`config.mk`:
```
export PLATFORM = sky130hd
export DESIGN_NAME = nubus_mem_master
export DESIGN_NICKNAME = d
export VERILOG_FILES = /design/src/rtl/nubus_mem_pkg.sv /design/src/rtl/nubus_wait_timer.sv /design/src/rtl/nubus_mem_master.sv
export SDC_FILE = /design/constraint.sdc
export NUM_CORES = 1
export LEC_CHECK = 0
export CAP_MARGIN = 10
export CORE_ASPECT_RATIO = 2
export CORE_UTILIZATION = 39
export CTS_BUF_LIST = sky130_fd_sc_hd__clkbuf_4
export CTS_CLUSTER_DIAMETER = 50
export CTS_CLUSTER_SIZE = 40
export DETAILED_ROUTE_END_ITERATION = 10
export PLACE_DENSITY = 0.79
export SYNTH_ARGS = -nofsm -noshare
export SYNTH_HDL_FRONTEND = slang
export SYNTH_HIERARCHICAL = 1
export SYNTH_SLANG_ARGS = --single-unit
```
`constraint.sdc`:
```
create_clock -name mem_clk -period 3.2 [get_ports mem_clk]
set_input_delay 0.32 -clock mem_clk [delete_from_list [all_inputs] [get_ports mem_clk]]
set_output_delay 0.32 -clock mem_clk [all_outputs]
set_load 0.02 [all_outputs]
```
`src/rtl/nubus_mem_pkg.sv`:
```
// Shared types and constants for the NuBus card memory master.
package nubus_mem_pkg;

  typedef enum logic [1:0] {
    IDLE = 2'd0,
    BUS  = 2'd1,
    RESP = 2'd2
  } state_t;

  localparam logic [3:0]  WSTRB_NONE      = 4'b0000;
  localparam logic [3:0]  WSTRB_ALL       = 4'b1111;
  localparam logic [31:0] ADDR_ALIGN_MASK = 32'hFFFF_FFFC;

endpackage

```
`src/rtl/nubus_wait_timer.sv`:
```
// Bounded wait counter for a bus cycle; expire flags the last allowed wait cycle.
module nubus_wait_timer #(
  parameter int unsigned TIMEOUT = 64,
  parameter int unsigned TO_W    = 8
) (
  input  logic mem_clk,
  input  logic mem_reset,
  input  logic clear,
  input  logic enable,
  output logic expire
);

  logic [TO_W-1:0] cnt;

  always_ff @(posedge mem_clk or posedge mem_reset) begin
    if (mem_reset)   cnt <= '0;
    else if (clear)  cnt <= '0;
    else if (enable) cnt <= cnt + TO_W'(1);
  end

  // expire is registered alongside cnt so it is high exactly when cnt == TIMEOUT-1
  if (TIMEOUT == 0) begin : g_off
    assign expire = 1'b0;
  end else begin : g_on
    localparam logic [TO_W-1:0] LAST = TO_W'(TIMEOUT - 1);

    always_ff @(posedge mem_clk or posedge mem_reset) begin
      if (mem_reset)   expire <= 1'b0;
      else if (clear)  expire <= (LAST == '0);
      else if (enable) expire <= ((cnt + TO_W'(1)) == LAST);
    end
  end

endmodule

```
`src/rtl/nubus_mem_master.sv`:
```
// Single-outstanding valid/ready memory bus initiator with timeout and
// backpressured response port.
module nubus_mem_master
  import nubus_mem_pkg::*;
#(
  parameter int unsigned TIMEOUT = 64,
  parameter int unsigned TO_W    = 8
) (
  input  logic        mem_clk,
  input  logic        mem_reset,
  input  logic        cmd_valid,
  output logic        cmd_ready,
  input  logic        cmd_write,
  input  logic [31:0] cmd_addr,
  input  logic [31:0] cmd_wdata,
  input  logic [3:0]  cmd_wstrb,
  output logic        rsp_valid,
  input  logic        rsp_ready,
  output logic [31:0] rsp_rdata,
  output logic        rsp_error,
  output logic        mem_valid,
  output logic [31:0] mem_addr,
  output logic [31:0] mem_wdata,
  output logic [3:0]  mem_wstrb,
  input  logic [31:0] mem_rdata,
  input  logic        mem_ready
);

  state_t      state, state_d;
  logic        is_write, is_write_d;
  logic        mem_valid_d;
  logic [31:0] mem_addr_d, mem_wdata_d;
  logic [3:0]  mem_wstrb_d;
  logic        rsp_valid_d, rsp_error_d;
  logic [31:0] rsp_rdata_d;
  logic        tmr_clear, tmr_enable, tmr_expire;

  assign cmd_ready = (state == IDLE);

  nubus_wait_timer #(
    .TIMEOUT(TIMEOUT),
    .TO_W   (TO_W)
  ) u_wait_timer (
    .mem_clk  (mem_clk),
    .mem_reset(mem_reset),
    .clear    (tmr_clear),
    .enable   (tmr_enable),
    .expire   (tmr_expire)
  );

  always_ff @(posedge mem_clk or posedge mem_reset) begin
    if (mem_reset) begin
      state     <= IDLE;
      is_write  <= 1'b0;
      mem_valid <= 1'b0;
      mem_addr  <= '0;
      mem_wdata <= '0;
      mem_wstrb <= WSTRB_NONE;
      rsp_valid <= 1'b0;
      rsp_error <= 1'b0;
      rsp_rdata <= '0;
    end else begin
      state     <= state_d;
      is_write  <= is_write_d;
      mem_valid <= mem_valid_d;
      mem_addr  <= mem_addr_d;
      mem_wdata <= mem_wdata_d;
      mem_wstrb <= mem_wstrb_d;
      rsp_valid <= rsp_valid_d;
      rsp_error <= rsp_error_d;
      rsp_rdata <= rsp_rdata_d;
    end
  end

  // Ready beats timeout in the same cycle; the timer only counts unacknowledged cycles.
  always_comb begin
    state_d     = state;
    is_write_d  = is_write;
    mem_valid_d = mem_valid;
    mem_addr_d  = mem_addr;
    mem_wdata_d = mem_wdata;
    mem_wstrb_d = mem_wstrb;
    rsp_valid_d = rsp_valid;
    rsp_error_d = rsp_error;
    rsp_rdata_d = rsp_rdata;
    tmr_clear   = 1'b0;
    tmr_enable  = 1'b0;

    case (state)
      IDLE: begin
        if (cmd_valid) begin
          mem_valid_d = 1'b1;
          mem_addr_d  = cmd_addr & ADDR_ALIGN_MASK;
          mem_wdata_d = cmd_wdata;
          mem_wstrb_d = cmd_write ? cmd_wstrb : WSTRB_NONE;
          is_write_d  = cmd_write;
          tmr_clear   = 1'b1;
          state_d     = BUS;
        end
      end
      BUS: begin
        if (mem_ready) begin
          mem_valid_d = 1'b0;
          rsp_rdata_d = is_write ? 32'h0 : mem_rdata;
          rsp_error_d = 1'b0;
          rsp_valid_d = 1'b1;
          state_d     = RESP;
        end else if (tmr_expire) begin
          mem_valid_d = 1'b0;
          rsp_rdata_d = 32'h0;
          rsp_error_d = 1'b1;
          rsp_valid_d = 1'b1;
          state_d     = RESP;
        end else begin
          tmr_enable = 1'b1;
        end
      end
      RESP: begin
        if (rsp_ready) begin
          rsp_valid_d = 1'b0;
          state_d     = IDLE;
        end
      end
      default: state_d = IDLE;
    endcase
  end

endmodule
```
---- After elaboration in Yosys (flattened, before gate mapping) ----
Cells that the tools add are included.
operators by class
  eq/ne operators ......................... 6
  $add $sub $neg .......................... 1
  mux-type cells .......................... 27
  reductions and logical operators ........ 10
operators with widths
  operator                                        count
  2-to-1 mux 32 bit                               3
  2-to-1 mux 8 bit                                2
  2-to-1 mux 1 bit                                14
  AND reduction 3 bit                             3
  adder 8 x 1 -> 8 bit (second input constant)    1
  == test 8 x 6 -> 1 bit (second input constant)  1
  2-to-1 mux 2 bit                                4
  nonzero test 2 bit                              4
  one-hot mux 2 bit (3 select lines)              1
  2-to-1 mux 4 bit                                1
  != test 2 bit (second input constant)           2
  one-hot mux 1 bit (2 select lines)              2
  AND reduction 2 bit                             2
  != test 3 x 2 -> 1 bit (second input constant)  1
  == test 2 x 1 -> 1 bit (second input constant)  1
  == test 2 bit (second input constant)           1
  zero test 2 bit                                 1
word-level totals
  output and inout bits ................... 104
  logic and storage cells ................. 55
  flip-flop bits (word level) ............. 113

---- Longest topological paths before layout ----
Gate-level depths: netlist of the first run.
  word-level depth ........................ 5
  mapped depth ............................ 7

---- Modules after synthesis ----
The synthesis of the first run kept the hierarchy.
by module, submodules not included
  module            sequential area each (sq um)  area each (sq um)  cells each  instances
  nubus_mem_master  2602.5                        4060.1             317         1
  nubus_wait_timer  225.2                         484.2              50          1

---- Least setup slack after synthesis of the first run ----
No wires, ideal clock.
  kind .................................... reg-to-reg
  start point ............................. reg state[1]
  end point ............................... reg u_wait_timer.cnt[6]
  arrival time ............................ 1.538 ns
  setup time .............................. 0.077 ns
  period minus slack after synthesis ...... 1.616 ns
  slack ................................... 1.584 ns
  path buffers ............................ 1
  stages on the path, launching flop included .. 7
  cell sequence ........................... dfrtp_1 -> nand2b_1 -> nor3_1 -> buf_4 -> nand4_2 -> or3_1 -> a21oi_1
on the way
  longest elaborated chain between the ends .. 3
  elaborated cells on any way between the ends .. 6
ends and longest elaborated chain
  element                              line                    text
  from (decl)                          nubus_mem_master.sv:29  state_t state, state_d;
  from (signal assigned)               nubus_mem_master.sv:63  state <= state_d;
  == test 2 x 1 -> 1 bit               nubus_mem_master.sv:89  case (state)
  2-to-1 mux 1 bit                     nubus_mem_master.sv:89
  named net tmr_enable                 nubus_mem_master.sv:36  logic tmr_clear, tmr_enable, tmr_expire;
  nonzero test 2 bit (no source line)  n/a
  to (signal assigned)                 nubus_wait_timer.sv:18  else if (enable) cnt <= cnt + TO_W'(1);
  to (decl)                            nubus_wait_timer.sv:13  logic [TO_W-1:0] cnt;
The timed path passes the listed nets, and every way through them passes these cells.
A chain may end at the register's enable or synchronous reset.

---- Worst setup path after layout of the first run ----
  start point ............................. reg state[0]
  end point ............................... out cmd_ready
on the way
  longest elaborated chain between the ends .. 1
ends and longest elaborated chain
  element          line                    text
  zero test 2 bit  nubus_mem_master.sv:38  assign cmd_ready = (state == IDLE);
  to (decl)        nubus_mem_master.sv:12  output logic cmd_ready,
Every way passes these cells.

==> impl_metrics.csv, run 1 <==
group,metric,value,unit
clocking,cts_setup_buffers,0,
job,max_cap_viol_count,0,
timing,tightest_slew,0.970,ns
global_route,grt_max_degree,79,
power,p_leak,2.91,nW
worst_setup_path,critPathMaxFanout,5,
routing,drt-total-wl,12700,um
synth,synth-edff-count,0,
global_route,grt_pass1_vias,4003,
cells_and_area,syn2layout_area_growth,55.2,%
timing,fin_worst_skew,0.0181,ns
floorplan,fp.dieArea,12100,sq um
synth,yosysMostFrequentCell,"dfrtp_1",
timing,setup_viol,0,
routing,final_antenna_net_count,0,
clocking,cts_buffers,17,
routing,routedWlPerCell,17.4,um
timing,rsz0062_at_grt,"no",
routing,drc,0,
timing,max_freq,497,MHz
floorplan,die_height,155,um
worst_setup_path,crit_path_start_kind,"register",
global_route,grtUsageMet3,6.25,%
synth,synth_cells,367,
worst_setup_path,endpoint_kind,"output pin",
power,p_per_area,1030,nW/um^2
global_route,met2_usage,40.8,%
synth,ys_ff_latch,113,
synth,synthFlopType,"dfrtp_1",
worst_setup_path,startpoint,"state[0]",
timing,timing.final.crit_share,62.8,%
clocking,cts.sinks,113,
timing,fin_ws,1.19,ns
floorplan,core,11400,sq um
global_route,overflow,0,
clocking,ctsHoldBuffers,0,
timing,slew-limit-headroom,35.4,%
routing,first_iter_violations,135,
clocking,cts_root_buffer,"clkbuf_4",
synth,yosysTopAreaCellShare,62.2,%
place,gp_congestion,0.748,
worst_setup_path,arrival,1.69,ns
min_path,hold_class,"input pin to asynchronous set/reset pin",
global_route,antenna_found_initial,1,
clocking,cts_resized,0,
cells_and_area,fin_util,62.1,%
clocking,cts_tree,"yes",
routing,firstDrtPassIters,4,
floorplan,ios,210,
worst_setup_path,cp.required,2.88,ns
place,placed_cell_area,6700,sq um
worst_setup_path,reg2reg_from,"state[1]",
global_route,grt_pass1_wl,20100,um
global_route,grt_use_met1,22.2,%
place,hpwlAfterDp,9360,um
synth,syn_area_per_cell,12.4,sq um
global_route,top_usage_layer,"met2",
cells_and_area,layout-drive-gt1-share,18.8,%
synth,syn-cell-area,4540,sq um
place,preCtsSetupSlack,1.15,ns
power,ir_drop,0.000515,V
routing,viasPerCell,4.96,
synth,synthTopCellsByArea,"dfrtp_1 62%, mux2_2 16%, o21ai_0 7.3%",
floorplan,die_x,78.3,um
global_route,grtUsageTotal,22.2,%
floorplan,row_count,55,
status,status,"complete, no violations",
timing,drv_slew,0,
synth,ys_types,31,
synth,seq_area_frac_synth,62.2,%
clocking,htree_levels,4,
clocking,clk_latency,0.50,ns
timing,tns,0,ns
cells_and_area,final_area,7050,sq um
routing,vias,3634,
clocking,clk_path_buf_depth,2,
synth,yosysWarnings,6,
clocking,clk_pin_slew_worst_paths,0.10,ns
synth,synth_top_cell_by_area,"dfrtp_1",
place,portBuffers,205,
worst_setup_path,worst-setup-path-type,"register to output pin",
synth,netlist_top_cells_count,"113 x dfrtp_1, 66 x o21ai_0, 63 x mux2_2",
timing,finalCriticalPeriod,2.01,ns
cells_and_area,nets,684,
floorplan,start_util,40.0,%
synth,ys_async_sr_fraction,100,%
timing,hold_violations,0,
-- final cells by class --
cell class / instances / area (sq um)
diodes: 1 / 2.50
clock buffers: 18 / 135
clock inverters: 14 / 214
fillers: 913 / 4300
inverters: 8 / 32.5
multi-input cells: 221 / 1540
flip-flops and latches: 113 / 2830
well taps: 142 / 178
repair buffers: 215 / 2130
-- placed cells by master, fill, tap and decap left out, types with 6 or more instances in the layout --
cell type / n
buf_4: 10
clkbuf_4: 18
clkdlybuf4s50_1: 205
dfrtp_1: 113
inv_1: 7
mux2_2: 63
nand2_1: 36
nand3_1: 6
nor2_1: 7
o21ai_0: 66
o21ai_1: 7
-- flip-flops by register name (all words and copies together), names as in the netlist, 2 cells and up --
register and flops:
state 2, mem_addr 30, mem_wdata 32, u_wait_timer/cnt 8, mem_wstrb 4, rsp_rdata 32
-- power by group --
part / switching [mW] / leakage [nW] / internal, mW / total (mW)
clock: 0.554 / 0.180 / 0.707 / 1.26
combinational: 1.77 / 1.33 / 1.78 / 3.55
sequential: 0.365 / 1.40 / 2.09 / 2.46
-- metal layers --
| layer | wire, um | vias up |
|---|---|---|
| met5 | 0 | - |
| met3 | 665 | 33 |
| met1 | 4380 | 1767 |
| met2 | 7170 | 142 |
| met4 | 507 | 0 |
| li1 | - | 1692 |
-- cell families (layout without fill, tap and decap cells) --
logic type                 count (synthesis)  in the layout  share of synthesized area, %
and+or+nand+nor                           66             66                          6.83
other                                      1              3                        0.0825
xor gates and xnor gates                   6              6                          1.16
AOI/OAI and AO/OA                         82             82                          9.28
adders and majority gates                  2              2                         0.551
muxes                                     63             63                          15.6
buffers and inverters                     34            255                          4.27
DFF                                      113            113                          62.2
-- final timing paths --
kind,to,slack [ns],depth (start not counted)
min in group mem_clk,rsp_rdata[16],0.36,3
max,cmd_ready,1.19,2
min reg2reg,mem_valid,0.50,1
min,u_wait_timer/cnt[6],0.18,2
max reg2reg,u_wait_timer/cnt[6],1.44,6
max in group asynchronous,mem_addr[5],2.00,3
-- worst max-delay path, stage by stage (launching register included) --
cell	delay (ns)
dfrtp_1	0.45
nor2_1	0.14
clkdlybuf4s50_1	0.62
-- metrics by stage --
stage / power [mW] / std cells / hold slack (ns)
6_report: 7.27 / 732 / 0.183
5_1_grt: 7.66 / 732 / 0.142
4_1_cts: 7.36 / 731 / 0.127
3_5_place_dp: 6.06 / 699 / 0.480
3_3_place_gp: 5.92 / 699 / 0.461
2_1_floorplan: 4.29 / 368 / 0.148
Note: power is estimated with default switching activity, not from simulation.
==> run 2, diff against run 1 <==
- clock period: 3.2 -> 1.8 ns (I/O delays scaled with it)
==> impl_metrics.csv, run 2 (synthesis results as in run 1) <==
group,metric,value,unit
global_route,grt_max_degree,53,
clocking,htree_levels,4,
global_route,grtUsageTotal,21.0,%
routing,drt-total-wl,12000,um
worst_setup_path,arrival,2.08,ns
worst_setup_path,slowest_delay,0.45,ns
worst_setup_path,ff2ff_path_depth,6,
routing,final_antenna_net_count,0,
worst_setup_path,crit_buf_inv,1,
clocking,cts_tree,"yes",
timing,max_freq,597,MHz
worst_setup_path,endpoint_kind,"register",
timing,drv_slew,0,
worst_setup_path,reg2reg_from,"state[1]",
worst_setup_path,cp.required,2.21,ns
cells_and_area,nets,687,
routing,firstDrtPassIters,4,
status,status,"complete, no violations",
routing,routedWlPerCell,16.4,um
global_route,grt_pass1_vias,3903,
worst_setup_path,cp.depth,6,
clocking,ctsHoldBuffers,0,
routing,viasPerCell,4.97,
timing,fin_worst_skew,0.0138,ns
cells_and_area,num-fill-cells,962,
worst_setup_path,crit_chain,"nand2b_1 > nor3_1 > buf_4 > nand4_2 > or3_1 > a21oi_1",
floorplan,die_height,155,um
power,p_leak,2.92,nW
worst_setup_path,reg2reg_slack,0.12,ns
global_route,grtUsageMet3,6.25,%
place,placed_cell_area,6760,sq um
timing,rsz0062_at_grt,"no",
timing,tightest_slew,0.621,ns
floorplan,row_count,55,
global_route,grt_pass1_wl,19100,um
worst_setup_path,critPathMaxFanout,6,
job,max_cap_viol_count,0,
power,switching_share,37.1,%
timing,timing.final.crit_share,93.1,%
routing,first_iter_violations,113,
clocking,cts_buffers,17,
floorplan,ios,210,
clocking,clk_latency,0.49,ns
cells_and_area,syn2layout_area_growth,55.4,%
cells_and_area,fin_util,62.2,%
timing,setup_viol,0,
global_route,met2_usage,38.3,%
worst_setup_path,crit_path_start_kind,"register",
cells_and_area,layout-drive-gt1-share,19.3,%
floorplan,start_util,40.0,%
cells_and_area,final_common_cell,"clkdlybuf4s50_1",
global_route,top_usage_layer,"met2",
worst_setup_path,slowest_stage,"dfrtp_2",
power,p_int,7.90,mW
worst_setup_path,worst-setup-path-type,"register to register",
routing,vias,3646,
min_path,hold_class,"input pin to asynchronous set/reset pin",
clocking,clk_pin_slew_worst_paths,0.11,ns
clocking,cts_root_buffer,"clkbuf_4",
timing,finalCriticalPeriod,1.68,ns
worst_setup_path,cpLargestDelayFamily,"simple AND/OR/NAND/NOR gates",
power,ir_drop,0.00113,V
clocking,clk_path_buf_depth,2,
floorplan,core,11400,sq um
timing,tns,0,ns
place,dp_cells,700,
place,portBuffers,205,
cells_and_area,largestRegisters,"mem_wdata x32, rsp_rdata x32, mem_addr x30",
global_route,grt_use_met1,20.2,%
power,switchingPower,4.67,mW
cells_and_area,stdcell_count,733,
global_route,antenna_found_initial,1,
clocking,cts.sinks,113,
power,p_comb_share,50.3,%
place,hpwlAfterDp,8820,um
floorplan,fp.dieArea,12100,sq um
place,gp_congestion,0.763,
cells_and_area,layout_common_cells,"204 x clkdlybuf4s50_1, 112 x dfrtp_1, 66 x o21ai_0",
power,p_seq_share,34.7,%
power,clkPwrFrac,15.0,%
global_route,overflow,0,
routing,drc,0,
floorplan,die_x,78.3,um
power,p_per_area,1780,nW/um^2
cells_and_area,final_area,7060,sq um
worst_setup_path,r2r_end,"u_wait_timer/cnt[7]",
timing,slew-limit-headroom,58.5,%
timing,hold_violations,0,
-- run 2: power groups by stage --
| stage | Clock, mW | Combinational (mW) | Sequential (mW) |
|---|---|---|---|
| 2_1_floorplan | 0 | 1.86 | 5.77 |
| 3_3_place_gp | 0 | 6.23 | 4.33 |
| 3_5_place_dp | 0 | 6.37 | 4.43 |
| 4_1_cts | 1.95 | 6.38 | 4.37 |
| 5_1_grt | 2.08 | 6.68 | 4.54 |
| 6_report | 1.88 | 6.32 | 4.36 |
-- run 2: area by class of cell --
type	instances	area [sq um]	area share, %
antenna	1	2.50	0.0354
clock buffer	18	135	1.91
inverter	8	33.8	0.478
multi-input combinational	221	1540	21.8
tap	142	178	2.52
timing repair buffer	218	2200	31.1
clock inverter	12	144	2.04
sequential	113	2830	40.1
-- run 2: repair_timing --
action | CTS | global route
setup endpoints to repair | 1 | 34
buffers inserted | 0 | 2
resized for setup | 1 | 2
gates cloned | 0 | 0
-- run 2: layer usage --
metal	wire length (um)	vias up
li1	-	1692
met1	4020	1759
met2	6740	159
met3	708	36
met4	527	0
met5	0	-
-- run 2: stage by stage --
step                power (mW)  hold slack (ns)  setup slack (ns)
finish                    12.6           0.0383             0.125
global route              13.3           0.0193            0.0201
CTS                       12.7           0.0136            0.0512
detailed placement        10.8            0.465            -0.241
global placement          10.6            0.462            -0.154
floorplan                 7.63          0.00792             0.184
-- run 2: worst max-delay path by stage --
stage                        startpoint                  end  slack [ns]
floorplan                      state[1]  u_wait_timer/cnt[6]        0.18
global placement              mem_ready        rsp_rdata[19]       -0.15
detailed placement            mem_ready        rsp_rdata[17]       -0.24
CTS                 u_wait_timer/expire        rsp_rdata[17]        0.05
global route                   state[1]  u_wait_timer/cnt[7]        0.02
finish                         state[1]  u_wait_timer/cnt[7]        0.12
-- run 2: worst reg2reg max path, stage by stage, from the launching register on --
cell      delay (ns)
dfrtp_2         0.45
nand2b_1        0.18
nor3_1          0.14
buf_4           0.17
nand4_2         0.14
or3_1           0.37
a21oi_1         0.16
